===== src/rtl/clk_div_pkg.sv =====
// Shared constants and types for the multi-speed clock divider.
package clk_div_pkg;

    localparam int SPEED_W = 2;

    localparam int HALF0_DEF = 25_000_000;
    localparam int HALF1_DEF = 2_500_000;
    localparam int HALF2_DEF = 250_000;
    localparam int HALF3_DEF = 25_000;

    typedef logic [SPEED_W-1:0] speed_t;

    // A half-period below one cycle cannot be generated; run those at H = 1.
    function automatic int clamp_half(input int half);
        return (half < 1) ? 1 : half;
    endfunction

endpackage


===== src/rtl/clk_div_multi_sync2.sv =====
// Generic two-flop synchroniser with synchronous active-high reset to zero.
module sync2 #(
    parameter int WIDTH = 1
) (
    input  logic             clk,
    input  logic             rst,
    input  logic [WIDTH-1:0] d,
    output logic [WIDTH-1:0] q
);

    logic [WIDTH-1:0] meta;

    always_ff @(posedge clk) begin
        if (rst) begin
            meta <= '0;
            q    <= '0;
        end else begin
            meta <= d;
            q    <= meta;
        end
    end

endmodule


===== src/rtl/clk_div_multi.sv =====
// Multi-speed 50%-duty clock divider with tick enable and run/hold control.
// Define CLK_DIV_SPEED_SYNC_EN to pass speed through a 2-flop synchroniser.
module clk_div_multi
    import clk_div_pkg::*;
#(
    parameter int CNT_W = 26,
    parameter int HALF0 = HALF0_DEF,
    parameter int HALF1 = HALF1_DEF,
    parameter int HALF2 = HALF2_DEF,
    parameter int HALF3 = HALF3_DEF
) (
    input  logic               clk50m,
    input  logic               rst,
    input  logic               en,
    input  logic [SPEED_W-1:0] speed,
    output logic               clkout,
    output logic               tick,
    output logic [SPEED_W-1:0] speed_act
);

    localparam logic [CNT_W-1:0] TERM0 = CNT_W'(clamp_half(HALF0) - 1);
    localparam logic [CNT_W-1:0] TERM1 = CNT_W'(clamp_half(HALF1) - 1);
    localparam logic [CNT_W-1:0] TERM2 = CNT_W'(clamp_half(HALF2) - 1);
    localparam logic [CNT_W-1:0] TERM3 = CNT_W'(clamp_half(HALF3) - 1);

    logic [CNT_W-1:0] cnt;
    logic [CNT_W-1:0] term_cnt;
    logic             terminal;
    speed_t           speed_use;

`ifdef CLK_DIV_SPEED_SYNC_EN
    sync2 #(.WIDTH(SPEED_W)) u_speed_sync (
        .clk (clk50m),
        .rst (rst),
        .d   (speed),
        .q   (speed_use)
    );
`else
    assign speed_use = speed;
`endif

    always_comb begin
        term_cnt = TERM0;
        case (speed_act)
            2'd0:    term_cnt = TERM0;
            2'd1:    term_cnt = TERM1;
            2'd2:    term_cnt = TERM2;
            default: term_cnt = TERM3;
        endcase
    end

    assign terminal = (cnt == term_cnt);

    // speed_act only reloads on the 1->0 toggle, so a new ratio always
    // starts with a full low phase and the counter never overshoots.
    always_ff @(posedge clk50m) begin
        if (rst) begin
            cnt       <= '0;
            clkout    <= 1'b0;
            tick      <= 1'b0;
            speed_act <= '0;
        end else if (en) begin
            if (terminal) begin
                cnt    <= '0;
                clkout <= ~clkout;
                tick   <= ~clkout;
                if (clkout) begin
                    speed_act <= speed_use;
                end
            end else begin
                cnt  <= cnt + 1'b1;
                tick <= 1'b0;
            end
        end else begin
            tick <= 1'b0;
        end
    end

endmodule


===== config.mk =====
export PLATFORM = sky130hd
export DESIGN_NAME = clk_div_multi
export DESIGN_NICKNAME = d
export VERILOG_FILES = /design/src/rtl/clk_div_pkg.sv /design/src/rtl/clk_div_multi_sync2.sv /design/src/rtl/clk_div_multi.sv
export SDC_FILE = /design/constraint.sdc
export NUM_CORES = 1
export LEC_CHECK = 0
export CAP_MARGIN = 20
export CORE_ASPECT_RATIO = 0.8
export CORE_UTILIZATION = 48
export CTS_BUF_LIST = sky130_fd_sc_hd__clkbuf_2
export DETAILED_ROUTE_END_ITERATION = 16
export HOLD_SLACK_MARGIN = 0.05
export PLACE_DENSITY = 0.66
export SETUP_SLACK_MARGIN = 0.02
export SYNTH_ARGS = -nofsm -noshare
export SYNTH_HDL_FRONTEND = slang
export SYNTH_SLANG_ARGS = --single-unit

===== constraint.sdc =====
create_clock -name clk50m -period 5.05 [get_ports clk50m]
set_clock_uncertainty 0.1 [all_clocks]
set_input_delay 0.7575 -clock clk50m [delete_from_list [all_inputs] [get_ports clk50m]]
set_output_delay 0.7575 -clock clk50m [all_outputs]
set_load 0.02 [all_outputs]

==> tab_implementation.tex, run 1 <==
\begin{tabular}{lr}
\hline
Metric & Value \\
\hline
\multicolumn{2}{l}{\textbf{Run status}} \\
Outcome & finished, final reports clean \\
\multicolumn{2}{l}{\textbf{Clock tree}} \\
Later-pin clock latency in the skew report & 0.36 ns \\
\# H-tree levels & 2 \\
Number of clock buffers inserted by TritonCTS & 5 \\
Maximum root-to-sink buffer count & 2 \\
CTS Hold Bufs & 0 \\
Post-CTS repair timing setup buffer count & 0 \\
TritonCTS clock tree & yes \\
CTS root buf & sky130\_fd\_sc\_hd\_\_clkbuf\_2 \\
Sinks on Clock Net & 30 \\
Clock-pin slew on the worst setup and hold paths & approximately 0.15 ns \\
Cts repair resizes & 0 \\
\multicolumn{2}{l}{\textbf{Setup path}} \\
Largest fanout on the critical path & 26 \\
Worst Path Arrival & 2.86 ns \\
Register-to-register setup slack & 2.32 ns \\
Setup CP Type & flop to flop \\
Critical Path End Type & flop \\
Worst path required time & around 5.2 ns \\
CP startpoint kind & flop \\
\multicolumn{2}{l}{\textbf{Global routing}} \\
Maximum number of pins on one net before global-route repair & 27 \\
Number of global-route vias before repair & $\sim$1,200 \\
Antenna violations before repair & 0 \\
Overflow left after global routing & 0 \\
Overall routing resource usage & 0.226 \\
Global-route wire length before repair & 5800 um \\
\multicolumn{2}{l}{\textbf{Finish}} \\
Fill cell instance count of the final layout & 290 \\
Area occupied by registers & 601 um\^{}2 \\
Combined area of the multi-input logic cells & approximately 960 um\^{}2 \\
Layout Nets & 205 \\
Area growth from synthesis to final layout & 9.35\% \\
Antenna Cells & 0 \\
Share of post-route cells with drive strength above 1 & 0.0872 \\
Final instance count without filler cells & between 200 and 250 \\
\multicolumn{2}{l}{\textbf{Logic synthesis}} \\
Mean instance size in the synthesized netlist & roughly 9 um\^{}2 \\
Compound-cell area share of the yosys netlist & 0.0748 \\
Multiplexer area fraction after synthesis & 0.00624 \\
Post-synthesis sequential area ratio & 0.374 \\
Xor/xnor cell area share of the yosys netlist & 0.147 \\
Largest family of logic cells by synthesized area & simple AND/OR/NAND/NOR gates \\
Fraction of synthesized cell area taken by the top area cell type & 0.374 \\
Leading register cell type out of synthesis & sky130\_fd\_sc\_hd\_\_dfxtp\_1 \\
Count of flip-flops with a built-in enable after synthesis & 0 \\
Yosys cell types & 41 \\
Cells after Synth & roughly 180 \\
Leading cell types by total area after synthesis & sky130\_fd\_sc\_hd\_\_dfxtp\_1 37\%, sky130\_fd\_sc\_hd\_\_xor2\_1 8.7\%, sky130\_fd\_sc\_hd\_\_nor2\_1 7.0\% \\
Top cell type by total area after synthesis & sky130\_fd\_sc\_hd\_\_dfxtp\_1 \\
Post-synthesis net count & between 150 and 200 \\
Simple-Gate Fraction of Synth Area & 0.325 \\
Number of synthesized register bits & 30 \\
Netlist area before placement & 1610 um\^{}2 \\
Share of async-settable or async-resettable flops after synthesis & 0 \\
Count of yosys warnings during synthesis & 0 \\
Synthesized-area fraction occupied by adder cells & 0.0468 \\
Ranking of synthesized cells by instance count & 30 x sky130\_fd\_sc\_hd\_\_dfxtp\_1, 30 x sky130\_fd\_sc\_hd\_\_nor2\_1, 16 x sky130\_fd\_sc\_hd\_\_xor2\_1 \\
\multicolumn{2}{l}{\textbf{Placed design}} \\
Buffers added on ports & 8 \\
Global placement routability congestion & 0.850 \\
HPWL after detailed placement & 2540 um \\
Placed instance count & 227 \\
\multicolumn{2}{l}{\textbf{Route}} \\
Number of vias in the routed layout & 1,305 \\
Detailed Route Iter0 Violations & 103 \\
Count of antenna-violating nets left after detailed routing & 0 \\
Number of search-and-repair iterations in the first detailed-routing pass & 4 \\
Mean routed wirelength per cell & 14.6 um \\
DR vias/cell & between 5 and 6 \\
Remaining design rule violation count & 0 \\
Sum of routed wire length over all layers & between 3000 and 4000 um \\
\multicolumn{2}{l}{\textbf{Pwr}} \\
Leakage power summed over all cells & 0.000575 uW \\
Power density over cell area & 209 nW/um\^{}2 \\
Max VDD drop & 0.000143 V \\
\multicolumn{2}{l}{\textbf{STA}} \\
Final period util & 0.540 \\
Final setup violation count & 0 \\
RSZ-0062 raised after global routing & false \\
Fmax achieved & 366 MHz \\
Transition time of the tightest slew-check pin & 0.613 ns \\
Post-Route Setup TNS & 0 ns \\
Hold Violations, Final & 0 \\
Number of max-slew violations in the final report & 0 \\
Max transition margin & 0.590 \\
Final Critical Period & 2.73 ns \\
\multicolumn{2}{l}{\textbf{Die}} \\
Die area & 3580 um\^{}2 \\
FP Rows & 18 \\
Height of the chip & 53.7 um \\
Initial standard-cell utilization of the core & 0.513 \\
Number of primary I/O pins & 9 \\
X dimension of the die & 66.7 um \\
Area of the core region & 3130 um\^{}2 \\
\multicolumn{2}{l}{\textbf{Min path}} \\
Hold crit path type & flop to flop \\
\multicolumn{2}{l}{\textbf{Flow run}} \\
Maximum Capacitance Violations & 0 \\
\hline
\end{tabular}
==> final cells by class <==
type / count / share of cell area
multi-input cells: 144 / 0.549
flip-flops and latches: 30 / 0.342
repair buffers: 9 / 0.0499
well taps: 40 / 0.0285
clock buffers: 6 / 0.0171
inverters: 4 / 0.00855
clock inverters: 2 / 0.00499
==> power by group <==
group	internal, uW	switching [uW]
clock	34.0	80.0
combinational	6.05	6.71
sequential	239	1.69
total	279	88.4
==> worst max-delay path, cell delays in order (launching register included) <==
cell,delay (ns)
sky130_fd_sc_hd__dfxtp_1,0.57
sky130_fd_sc_hd__inv_1,0.12
sky130_fd_sc_hd__ha_1,0.29
sky130_fd_sc_hd__o21bai_1,0.29
sky130_fd_sc_hd__a31oi_1,0.09
sky130_fd_sc_hd__or3_1,0.48
sky130_fd_sc_hd__o21bai_4,0.53
sky130_fd_sc_hd__nor2_1,0.12
==> through the flow <==
| step | setup WS [ns] | utilization | total power, uW | hold WS [ns] | cell area [um^2] |
|---|---|---|---|---|---|
| 2_1_floorplan | 2.69 | - | 252 | 0.371 | 1610 |
| 3_3_place_gp | 2.04 | 0.548 | 257 | 0.394 | 1720 |
| 3_5_place_dp | 1.95 | 0.548 | 258 | 0.400 | 1720 |
| 4_1_cts | 2.34 | 0.561 | 372 | 0.420 | 1760 |
| 5_1_grt | 2.13 | 0.561 | 391 | 0.491 | 1760 |
| 6_report | 2.32 | 0.561 | 367 | 0.417 | 1760 |
==> per-layer routing <==
| layer | vias to the layer above | share of wire | global-route usage |
|---|---|---|---|
| met5 | - | 0 | 0 |
| met4 | 0 | 0.0088 | 0.0426 |
| met3 | 4 | 0.040 | 0.0826 |
| met2 | 22 | 0.45 | 0.348 |
| met1 | 618 | 0.50 | 0.304 |
| li1 | 661 | - | - |
==> logic make-up after synthesis <==
logic type      Yosys count
flops                    30
xor+xnor                 27
fa+ha+maj                 6
mux                       1
compound gates           15
simple gates             95
buf+inv                   9
==> path summary, 6_finish.rpt <==
check                    endpoint  depth (start not counted)                       from
min reg2reg  cnt[23]$_SDFFE_PP0P_                          2       cnt[23]$_SDFFE_PP0P_
min          cnt[23]$_SDFFE_PP0P_                          2       cnt[23]$_SDFFE_PP0P_
max          cnt[19]$_SDFFE_PP0P_                          7  speed_act[0]$_SDFFE_PP0P_
max reg2reg  cnt[19]$_SDFFE_PP0P_                          7  speed_act[0]$_SDFFE_PP0P_
==> sequential cells by signal, indices dropped and copies added, names as in the netlist <==
| register | flops |
|---|---|
| clkout | 1 |
| tick | 1 |
| speed_act | 2 |
| cnt | 26 |
==> placed cells by master, fill, tap and decap left out, types with 4 or more instances in the layout <==
master | synthesis | layout
sky130_fd_sc_hd__or3_1 | 5 | 5
sky130_fd_sc_hd__nand3_1 | 9 | 9
sky130_fd_sc_hd__o21ai_0 | 4 | 4
sky130_fd_sc_hd__nor3_1 | 4 | 4
sky130_fd_sc_hd__nor2_1 | 30 | 30
sky130_fd_sc_hd__ha_1 | 6 | 6
sky130_fd_sc_hd__dfxtp_1 | 30 | 30
sky130_fd_sc_hd__nor4_1 | 4 | 4
sky130_fd_sc_hd__a21oi_1 | 4 | 4
sky130_fd_sc_hd__clkbuf_2 | 0 | 6
sky130_fd_sc_hd__xnor2_1 | 11 | 11
sky130_fd_sc_hd__nand4_1 | 11 | 11
sky130_fd_sc_hd__inv_1 | 4 | 4
sky130_fd_sc_hd__nand2_1 | 11 | 11
sky130_fd_sc_hd__xor2_1 | 16 | 16
sky130_fd_sc_hd__clkdlybuf4s50_1 | 0 | 8
No activity file was read; power rests on OpenSTA's default activity.
==> run 2: changes to the inputs <==
--- a/config.mk
+++ b/config.mk
@@ -11,7 +11,7 @@
 export CTS_BUF_LIST = sky130_fd_sc_hd__clkbuf_2
 export DETAILED_ROUTE_END_ITERATION = 16
 export HOLD_SLACK_MARGIN = 0.05
-export PLACE_DENSITY = 0.66
+export PLACE_DENSITY = 0.69
 export SETUP_SLACK_MARGIN = 0.02
 export SYNTH_ARGS = -nofsm -noshare
 export SYNTH_HDL_FRONTEND = slang
==> constraint.sdc (replaced) <==
create_clock -name clk50m -period 2.5 [get_ports clk50m]
set_clock_uncertainty 0.1 [all_clocks]
set_input_delay 0.375 -clock clk50m [delete_from_list [all_inputs] [get_ports clk50m]]
set_output_delay 0.375 -clock clk50m [all_outputs]
set_load 0.02 [all_outputs]
==> run 2 against run 1 <==
  * Clock power rose by 100%
  * Global-route usage is 0.49 points lower
  * Maximum frequency rose by 17%
  * Hold slack better by 0.026 ns
  * Non-clock buffer count up 7
  * Register-to-register slack got worse by 2.1 ns
  * Die area stayed put
  * Cell area rose by 3.0%
  * Combinational power up 120%
  * Sequential share of layout area shrank 0.99 points
==> tab_implementation.tex, run 2 (synthesis results as in run 1) <==
\begin{tabular}{lr}
\hline
Metric & Value \\
\hline
\multicolumn{2}{l}{\textbf{Run status}} \\
Outcome & finished, final reports clean \\
\multicolumn{2}{l}{\textbf{Min path}} \\
Hold crit path type & flop to flop \\
Number of stages on the worst hold path & 2 (unchanged) \\
\multicolumn{2}{l}{\textbf{STA}} \\
Setup ws final & 0.174 ns (-2.15 ns) \\
Transition time of the tightest slew-check pin & 0.408 ns (-0.205 ns) \\
Final Critical Period & 2.33 ns (-0.403 ns) \\
Number of max-slew violations in the final report & 0 (unchanged) \\
Post-Route Setup TNS & 0 ns (unchanged) \\
RSZ-0062 raised after global routing & false \\
Hold Violations, Final & 0 (unchanged) \\
Final setup violation count & 0 (unchanged) \\
Min Hold Slack & 0.443 ns (+0.0261 ns) \\
Fmax achieved & 430 MHz (+17\%) \\
Final period util & 0.930 (+0.390) \\
Max transition margin & 0.725 (+0.135) \\
\multicolumn{2}{l}{\textbf{Pwr}} \\
Leakage power summed over all cells & 0.000610 uW (+6.1\%) \\
Total design power & 742 uW (+100\%) \\
Max VDD drop & 0.000274 V (+92\%) \\
Power density over cell area & 411 nW/um\^{}2 (+96\%) \\
\multicolumn{2}{l}{\textbf{Finish}} \\
Final instance count without filler cells & 242 (+3.0\%) \\
Most frequent cells in the layout & 30 x sky130\_fd\_sc\_hd\_\_nor2\_1, 30 x sky130\_fd\_sc\_hd\_\_dfxtp\_1, 16 x sky130\_fd\_sc\_hd\_\_xor2\_1 \\
Largest register by flop count & cnt \\
Combined area of the multi-input logic cells & 963 um\^{}2 (unchanged) \\
Fill cell instance count of the final layout & 271 (-6.6\%) \\
Share of post-route cells with drive strength above 1 & 0.119 (+0.0316) \\
Area occupied by registers & 601 um\^{}2 (unchanged) \\
Layout Nets & 212 (+3.4\%) \\
Largest registers & cnt x26, speed\_act x2 \\
Area growth from synthesis to final layout & 12.6\% \\
Flip-flop count of the largest register after layout & 26 (unchanged) \\
Antenna Cells & 0 (unchanged) \\
\multicolumn{2}{l}{\textbf{Clock tree}} \\
TritonCTS clock tree & yes \\
Clock-pin slew on the worst setup and hold paths & 0.14 ns (about the same) \\
CTS Hold Bufs & 0 (unchanged) \\
Sinks on Clock Net & 30 (unchanged) \\
Later-pin clock latency in the skew report & 0.37 ns (about the same) \\
Post-CTS repair timing setup buffer count & 0 (unchanged) \\
Number of clock buffers inserted by TritonCTS & 5 (unchanged) \\
Maximum root-to-sink buffer count & 2 (unchanged) \\
Cts repair resizes & 0 (unchanged) \\
CTS root buf & sky130\_fd\_sc\_hd\_\_clkbuf\_2 \\
\# H-tree levels & 2 (unchanged) \\
\multicolumn{2}{l}{\textbf{Placed design}} \\
Placed instance count & 234 (+3.1\%) \\
Worst setup timing slack at the placement stage & 0.214 ns (-1.73 ns) \\
HPWL after detailed placement & 2470 um (-2.7\%) \\
Buffers added on ports & 8 (unchanged) \\
Global placement routability congestion & 0.839 (-1.3\%) \\
\multicolumn{2}{l}{\textbf{Setup path}} \\
Worst path required time & 2.71 ns (-2.47 ns) \\
Critical path cell sequence & inv\_1 > ha\_1 > o21bai\_1 > a31oi\_1 > or3\_1 > or3\_1 > a21oi\_1 \\
Count of cells along the worst register-to-register path & 7 (unchanged) \\
Setup CP Type & flop to flop \\
Critical Path End Type & flop \\
Dominant cell type by count on the critical path & sky130\_fd\_sc\_hd\_\_or3\_1 \\
Slowest Stage Delay on Critical Path & 0.49 ns (-0.08 ns) \\
CP startpoint kind & flop \\
Max stage delay cell, worst path & sky130\_fd\_sc\_hd\_\_or3\_1 \\
Largest fanout on the critical path & 6 (-77\%) \\
Worst Path Arrival & 2.54 ns (-0.32 ns) \\
\multicolumn{2}{l}{\textbf{Global routing}} \\
Global-route wire length before repair & 5780 um (-0.36\%) \\
Overflow left after global routing & 0 (unchanged) \\
Overall routing resource usage & 0.221 (-0.00492) \\
Maximum number of pins on one net before global-route repair & 14 (-48\%) \\
Antenna violations before repair & 0 (unchanged) \\
Number of global-route vias before repair & 1,333 (+11\%) \\
\multicolumn{2}{l}{\textbf{Route}} \\
Remaining design rule violation count & 0 (unchanged) \\
Mean routed wirelength per cell & 13.8 um (-5.1\%) \\
DR vias/cell & 5.74 (+3.4\%) \\
Number of vias in the routed layout & 1,389 (+6.4\%) \\
Detailed Route Iter0 Violations & 90 (-13\%) \\
Count of antenna-violating nets left after detailed routing & 0 (unchanged) \\
Number of search-and-repair iterations in the first detailed-routing pass & 4 (unchanged) \\
Sum of routed wire length over all layers & 3340 um (-2.3\%) \\
\multicolumn{2}{l}{\textbf{Die}} \\
Number of primary I/O pins & 9 (unchanged) \\
Die area & 3580 um\^{}2 (unchanged) \\
Area of the core region & 3130 um\^{}2 (unchanged) \\
Height of the chip & 53.7 um (unchanged) \\
FP Rows & 18 (unchanged) \\
X dimension of the die & 66.7 um (unchanged) \\
Initial standard-cell utilization of the core & 0.513 (unchanged) \\
\multicolumn{2}{l}{\textbf{Flow run}} \\
Maximum Capacitance Violations & 0 (unchanged) \\
\hline
\end{tabular}
## run 2: layout make-up
type | instances | area share
clock buffer | 6 | 0.0166
clock inverter | 2 | 0.00484
inverter | 4 | 0.00830
multi-input combinational | 144 | 0.533
sequential | 30 | 0.332
tap | 40 | 0.0277
timing repair buffer | 16 | 0.0775
## run 2: path summary, 6_finish.rpt
kind	start	end	slack [ns]
worst max-delay path	speed_act[1]$_SDFFE_PP0P_	clkout$_SDFFE_PP0P_	0.17
worst min-delay path	cnt[25]$_SDFFE_PP0P_	cnt[25]$_SDFFE_PP0P_	0.44
worst max register to register	speed_act[1]$_SDFFE_PP0P_	clkout$_SDFFE_PP0P_	0.17
worst min register to register	cnt[25]$_SDFFE_PP0P_	cnt[25]$_SDFFE_PP0P_	0.44
## run 2: through the flow
step	utilization	instance area (um^2)
2_1_floorplan	-	1610
3_5_place_dp	0.565	1770
6_report	0.578	1810
4_1_cts	0.578	1810
5_1_grt	0.578	1810
3_3_place_gp	0.565	1770
## run 2: power by group
group,switching [uW],internal (uW),total (uW)
clock,161,68.6,229
combinational,13.2,15.0,28.3
sequential,3.02,482,485
## run 2: critical path: cells and delay by family (launching register included)
family | cells | cell delay [ns]
fa+ha+maj | 1 | 0.25
simple gates | 2 | 0.84
compound gates | 3 | 0.52
buf+inv | 1 | 0.11
flops | 1 | 0.45
## run 2: layer usage
metal  part of all wire  global-route usage  vias to the layer above
met5                  0                   0                        -
met3              0.059              0.0572                        4
met1               0.46               0.261                      669
met4             0.0081               0.110                        0
li1                   -                   -                      674
met2               0.47               0.375                       42
==> run 3: changes to the inputs <==
--- a/config.mk
+++ b/config.mk
@@ -15,4 +15,5 @@
 export SETUP_SLACK_MARGIN = 0.02
 export SYNTH_ARGS = -nofsm -noshare
 export SYNTH_HDL_FRONTEND = slang
+export SYNTH_HIERARCHICAL = 1
 export SYNTH_SLANG_ARGS = --single-unit
==> results of run 3 <==
Final layout, timing and power as in run 2 (identical DEF).
Main changes from that run: Yosys warning count 0 -> 6
